**src/rtl/less_distance_pkg.sv**
```systemverilog
// Shared width default and select encoding for the less_distance_sel nearest-value picker.
package less_distance_pkg;

  localparam int DEFAULT_WIDTH = 8;

  typedef enum logic {
    SEL_A = 1'b0,
    SEL_B = 1'b1
  } sel_e;

endpackage

```
**src/rtl/less_distance_sel_abs_diff.sv**
```systemverilog
// Purely combinational unsigned magnitude |x - y|; never wraps, so the result always fits WIDTH bits.
module abs_diff
  import less_distance_pkg::*;
#(
  parameter int WIDTH = DEFAULT_WIDTH
) (
  input  logic [WIDTH-1:0] x,
  input  logic [WIDTH-1:0] y,
  output logic [WIDTH-1:0] diff
);

  assign diff = (x >= y) ? (x - y) : (y - x);

endmodule

```
**src/rtl/less_distance_sel.sv**
```systemverilog
// Registers whichever of a_i/b_i is closer to ref_i (ties pick A), one cycle after in_valid.
// Define LESS_DISTANCE_DIST_OUT_EN to add the registered winning distance on dist_o.
module less_distance_sel
  import less_distance_pkg::*;
#(
  parameter int WIDTH = DEFAULT_WIDTH
) (
  input  logic             clk,
  input  logic             rst_n,
  input  logic             in_valid,
  input  logic [WIDTH-1:0] ref_i,
  input  logic [WIDTH-1:0] a_i,
  input  logic [WIDTH-1:0] b_i,
  output logic             out_valid,
  output logic [WIDTH-1:0] out_o,
  output logic             sel_o
`ifdef LESS_DISTANCE_DIST_OUT_EN
  ,
  output logic [WIDTH-1:0] dist_o
`endif
);

  logic [WIDTH-1:0] dist_a;
  logic [WIDTH-1:0] dist_b;
  sel_e             sel_next;
  logic [WIDTH-1:0] out_next;
  logic             valid_q;
  logic [WIDTH-1:0] out_q;
  sel_e             sel_q;

  abs_diff #(.WIDTH(WIDTH)) u_diff_a (
    .x    (ref_i),
    .y    (a_i),
    .diff (dist_a)
  );

  abs_diff #(.WIDTH(WIDTH)) u_diff_b (
    .x    (ref_i),
    .y    (b_i),
    .diff (dist_b)
  );

  // Strict less-than so an equal distance keeps candidate A.
  always_comb begin
    sel_next = SEL_A;
    out_next = a_i;
    if (dist_b < dist_a) begin
      sel_next = SEL_B;
      out_next = b_i;
    end
  end

  always_ff @(posedge clk or negedge rst_n) begin
    if (!rst_n) begin
      valid_q <= 1'b0;
      out_q   <= '0;
      sel_q   <= SEL_A;
    end else begin
      valid_q <= in_valid;
      if (in_valid) begin
        out_q <= out_next;
        sel_q <= sel_next;
      end
    end
  end

  assign out_valid = valid_q;
  assign out_o     = out_q;
  assign sel_o     = sel_q;

`ifdef LESS_DISTANCE_DIST_OUT_EN
  logic [WIDTH-1:0] dist_q;

  always_ff @(posedge clk or negedge rst_n) begin
    if (!rst_n) begin
      dist_q <= '0;
    end else if (in_valid) begin
      dist_q <= (sel_next == SEL_B) ? dist_b : dist_a;
    end
  end

  assign dist_o = dist_q;
`endif

endmodule

```
**config.mk**
```make
export PLATFORM = sky130hd
export DESIGN_NAME = less_distance_sel
export DESIGN_NICKNAME = d
export VERILOG_FILES = /design/src/rtl/less_distance_pkg.sv /design/src/rtl/less_distance_sel_abs_diff.sv /design/src/rtl/less_distance_sel.sv
export SDC_FILE = /design/constraint.sdc
export NUM_CORES = 1
export LEC_CHECK = 0
export CORE_MARGIN = 8
export CORE_UTILIZATION = 59
export DETAILED_ROUTE_END_ITERATION = 10
export DONT_BUFFER_PORTS = 1
export PLACE_DENSITY_LB_ADDON = 0.2
export SETUP_SLACK_MARGIN = 0.2
export SLEW_MARGIN = 20
export SYNTH_ARGS = -nofsm -noshare
export SYNTH_HDL_FRONTEND = slang
export SYNTH_SLANG_ARGS = --single-unit
```
**constraint.sdc**
```tcl
create_clock -name clk -period 0.85 [get_ports clk]
set_input_delay 0.085 -clock clk [delete_from_list [all_inputs] [get_ports clk]]
set_output_delay 0.085 -clock clk [all_outputs]
set_load 0.1 [all_outputs]
```
Word level (Yosys, flattened, before mapping):

Cells that the tools add are included.

* output and inout bits: 10
* bits in registers: 10
* bits of input ports: 27

* mux-type cells: 4
* magnitude comparators: 3
* $add $sub $neg: 4

Operators with widths (count)
* subtractor 8 bit: 4
* two-way mux 8 bit: 3
* greater-or-equal comparator 8 bit: 2
* < comparator 8 bit: 1
* two-way mux 1 bit: 1

Depth between registers and ports, before layout:

* depth in word-level cells: 4
* depth in mapped cells: 16
* gate-level depth less buffers: 15

Hierarchy:

Synthesis repeated with hierarchy kept, for this count alone.

* cells, all modules: 253
* area total of the unflattened synthesis: 2119.5 µm²

Modules (own cells, without submodules)
* abs_diff: area an instance 651.9 µm², times used 2, cells an instance 81
* less_distance_sel: area an instance 815.8 µm², times used 1, cells an instance 91

Worst setup path before layout:

Ideal clock, no wire load.

* path type: input to register
* start: in ref_i[0]
* end: reg out_q[0] (netlist: out_o[0])
* stages: 16
* data arrival time: 3.067 ns
* setup slack: -2.282 ns
* setup time: 0.065 ns
* required time: 0.785 ns
* path through: inv_1 -> ha_1 -> inv_1 -> fa_1 -> nand3_1 -> a31oi_2 -> a211oi_4 -> mux2i_1 -> xnor2_1 -> ha_1 -> a21o_1 -> a21oi_2 -> buf_2 -> nor2_1 -> a211oi_1 -> o221a_2

* longest elaborated chain between the ends: 4

RTL lines
* start: declaration: RTL line less_distance_sel.sv:11 `input logic [WIDTH-1:0] ref_i,`
* subtractor 8 bit or greater-or-equal comparator 8 bit (tied branches): RTL line less_distance_sel_abs_diff.sv:12 `assign diff = (x >= y) ? (x - y) : (y - x);`
* two-way mux 8 bit: RTL line less_distance_sel_abs_diff.sv:12
* < comparator 8 bit (*): RTL line less_distance_sel.sv:47 `if (dist_b < dist_a) begin`
* two-way mux 8 bit (*): RTL line less_distance_sel.sv:47
* end signal: assignment: RTL line less_distance_sel.sv:61 `out_q <= out_next;`
* end: declaration: RTL line less_distance_sel.sv:28 `logic [WIDTH-1:0] out_q;`

Every way passes the cells marked *; elsewhere a longest branch is shown, timed or not.
A chain may end at the register's enable or synchronous reset.

Worst setup path after layout:

* start: in b_i[0]
* end: reg out_q[1] (netlist: out_o[1])

* longest elaborated chain between the ends: 4

RTL lines
* start: declaration: RTL line less_distance_sel.sv:13 `input logic [WIDTH-1:0] b_i,`
* subtractor 8 bit or greater-or-equal comparator 8 bit (tied branches): RTL line less_distance_sel_abs_diff.sv:12
* two-way mux 8 bit (*): RTL line less_distance_sel_abs_diff.sv:12
* < comparator 8 bit (*): RTL line less_distance_sel.sv:47
* two-way mux 8 bit (*): RTL line less_distance_sel.sv:47

Marked as above.

==> results.json <==
{
  "slew_viol_final": 0,
  "diodes": 0,
  "timing.final.setup_violations": 19,
  "place.gp.congestion": 0.917,
  "timing.fmax_mhz": 326,
  "endpoint_kind": "flip-flop",
  "clock_sinks": 10,
  "max_cap_violations": 0,
  "syn_avg_cell_area_um2": 8.47,
  "start_util_pct": 61.7,
  "met3_usage_pct": 7.32,
  "dp_cells": 333,
  "regArea_um2": 288,
  "cp_top_family": "compound AO/OA/AOI/OAI gates",
  "coreArea_mm2": 0.00334,
  "leakagePower_nw": 1.42,
  "numCtsBuffers": 3,
  "synth_commonest_cells": "ha_1, inv_1, nor2_1",
  "worstPathRequired_ps": 1080,
  "die_x_um": 75.1,
  "p_total_mw": 8.11,
  "cts_max_level": 1,
  "placedInstanceArea_mm2": 0.00263,
  "totalWireLength_mm": 9.20,
  "path_clk_slew_ps": 70,
  "finalCritPeriodShare_pct": 361,
  "synth_warnings": 0,
  "hold_viol": 14,
  "synth_seq_area_share_pct": 12.2,
  "max_slew_margin_pct": 64.8,
  "timing.final.crit_period_ps": 3070,
  "grt_util_met2_pct": 49.0,
  "vias": 2410,
  "synth_top_cell_by_area": "ha_1",
  "async_flop_share_pct": 100,
  "rsz0062_at_grt": "yes",
  "fin_area_mm2": 0.00307,
  "antenna_found_initial": 0,
  "synth_most_common_cell": "ha_1",
  "syn2layout_area_growth_pct": 49.3,
  "drcViolationCount": 0,
  "synth_edf_count": 0,
  "grt_pass1_vias": 2303,
  "setup_ws_ps": -2220,
  "cp-start-kind": "input port",
  "drive_gt1_share_pct": 46.5,
  "slowest_stage": "a211oi_1",
  "grt_usage_pct": 27.6,
  "max_stage_delay_ps": 390,
  "path_buf_inv": 3,
  "clock_latency_ps": 280,
  "outcome": "finished, violations left",
  "hpwlAfterDp_mm": 4.86,
  "multi_input_area_mm2": 0.00189,
  "grt_overflow": 0,
  "use_met1_pct": 29.7,
  "drt-pass1-iter-count": 5,
  "io_buffers": 0,
  "die_area_mm2": 0.00563,
  "yosysTopAreaCellShare_pct": 22.5,
  "hold_path_class": "in2async",
  "tritoncts": "done",
  "synthesis.nets": 311,
  "clk_path_buf_depth": 2,
  "final_cells": 349,
  "ir_drop_mv": 3.08,
  "io_pins": 37,
  "final_util_pct": 92.1,
  "ys_seq_elements": 10,
  "routedWlPerCell_um": 26.3,
  "fillers": 125,
  "crit_type": "in2reg",
  "fp-row-count": 21,
  "synth_area_mm2": 0.00206,
  "synthCells": 243,
  "finalClockSkew_ps": 0,
  "dr.first_iter.drc_count": 278,
  "violations": "hold timing, setup timing",
  "die_y_um": 75.1,
  "hold-worst-slack_ps": -168,
  "synth-main-ff-cell": "dfrtp_1",
  "worstPathArrival_ps": 3290,
  "grt_max_degree": 13,
  "via_per_inst": 6.91,
  "drt.antenna.violating_nets": 0,
  "cts_root_buf": "clkbuf_4",
  "yosysUniqueCellTypes": 35,
  "layout.nets": 372,
  "p_per_area_mw_per_mm2": 2640,
  "holdBufCountCts": 2,
  "busiest_layer": "met2",
  "crit_chain": "inv_1 -> ha_1 -> inv_1 -> fa_2 -> a21o_1 -> a21oi_2 -> o21ai_0 -> mux2i_2 -> xnor2_1 -> ha_1 -> a21o_1 -> a21oi_4 -> buf_6 -> nor2_1 -> a211oi_1 -> o221a_2",
  "ys_top_cells_by_area": "ha_1, dfrtp_1, mux2i_1",
  "grt_first_pass_wirelength_mm": 11.8,
  "tightest_slew_ps": 528,
  "crit_path_max_fanout": 7
}
routing by layer:
| layer | up-vias | share of wire [%] | wire length [um] |
|---|---|---|---|
| met1 | 1112 | 33 | 3060 |
| li1 | 992 | - | - |
| met2 | 231 | 47 | 4360 |
| met4 | 0 | 7.9 | 730 |
| met3 | 75 | 11 | 1040 |
| met5 | - | 0 | 0 |
final cells by class:
| type | instances | share of cell area, % |
|---|---|---|
| timing repair buffer | 66 | 21.5 |
| tap | 46 | 1.87 |
| clock buffer | 4 | 1.18 |
| sequential | 10 | 9.36 |
| multi-input combinational | 192 | 61.4 |
| inverter | 31 | 4.64 |
kinds of logic (layout without fill, tap and decap cells):
family	count (synthesis)	after routing	share of synthesized area (%)
xor gates and xnor gates	12	12	5.11
buffers and inverters	42	101	9.30
and+or+nand+nor	56	57	14.2
DFF	10	10	12.2
AOI/OAI and AO/OA	68	68	26.0
muxes	14	14	6.87
adders and majority gates	41	41	26.4
report_power, final:
part | total (mW) | internal [mW] | leakage, nW | switching [mW]
sequential | 1.09 | 0.831 | 0.110 | 0.255
clock | 0.466 | 0.261 | 0.0210 | 0.205
combinational | 6.55 | 2.81 | 1.29 | 3.75
total | 8.11 | 3.90 | 1.42 | 4.21
sequential cells by signal, indices dropped and copies added (netlist names):
register,count
out_o,8
out_valid,1
sel_o,1
what timing repair did:
action | CTS | global route
gates resized for setup | 59 | 18
endpoints found under the setup margin | 19 | 29
setup buffers | 3 | 5
hold endpoints to repair | 11 | 11
pin swaps | 3 | 6
cloned | 1 | 1
through the flow:
step | setup TNS, ps | setup WS, ps
5_1_grt | -21300 | -2490
6_report | -20470 | -2220
2_1_floorplan | -17620 | -2040
4_1_cts | -17640 | -1790
3_3_place_gp | -18350 | -2060
3_5_place_dp | -18700 | -2100
worst paths after layout:
kind | from | end | slack (ps) | cells past startpoint
setup / recovery | b_i[0] | out_o[1]$_DFFE_PN0P_ | -2220 | 16
setup reg to reg | out_o[5]$_DFFE_PN0P_ | out_o[5]$_DFFE_PN0P_ | -170 | 2
max in group asynchronous | rst_n | out_o[6]$_DFFE_PN0P_ | 620 | 1
hold / removal | rst_n | out_o[7]$_DFFE_PN0P_ | -170 | 1
hold reg to reg | sel_o$_DFFE_PN0P_ | sel_o$_DFFE_PN0P_ | 570 | 1
min in group clk | a_i[1] | out_o[1]$_DFFE_PN0P_ | -20 | 1
worst register-to-register path, delay by kind of cell, from the launching register on:
| family | cells | cell delay, ps |
|---|---|---|
| AO/OA/AOI/OAI | 1 | 250 |
| flip-flops | 1 | 500 |
| AND/OR/NAND/NOR | 1 | 160 |
cell usage in the layout, fill, tap and decap left out, drive strengths merged:
master / netlist / layout
nor2: 17 / 17
a21o: 12 / 12
or3: 8 / 8
dfrtp: 10 / 10
a22oi: 1 / 1
inv: 30 / 29
nand3: 3 / 3
mux2: 1 / 1
and2: 2 / 2
nand4: 6 / 6
ha: 37 / 37
nor2b: 8 / 8
dlygate4sd3: 0 / 1
clkinv: 1 / 2
nand3b: 4 / 4
o221a: 8 / 8
fa: 4 / 4
o21ai: 6 / 6
nor4: 1 / 1
o21bai: 2 / 2
xor2: 5 / 5
clkbuf: 4 / 4
a21oi: 18 / 18
buf: 7 / 64
dlymetal6s4s: 0 / 1
a31oi: 6 / 6
mux2i: 13 / 13
xnor2: 7 / 7
nand2: 7 / 8
o2111a: 1 / 1
a211oi: 14 / 14
(Power assumes the default switching activity.)
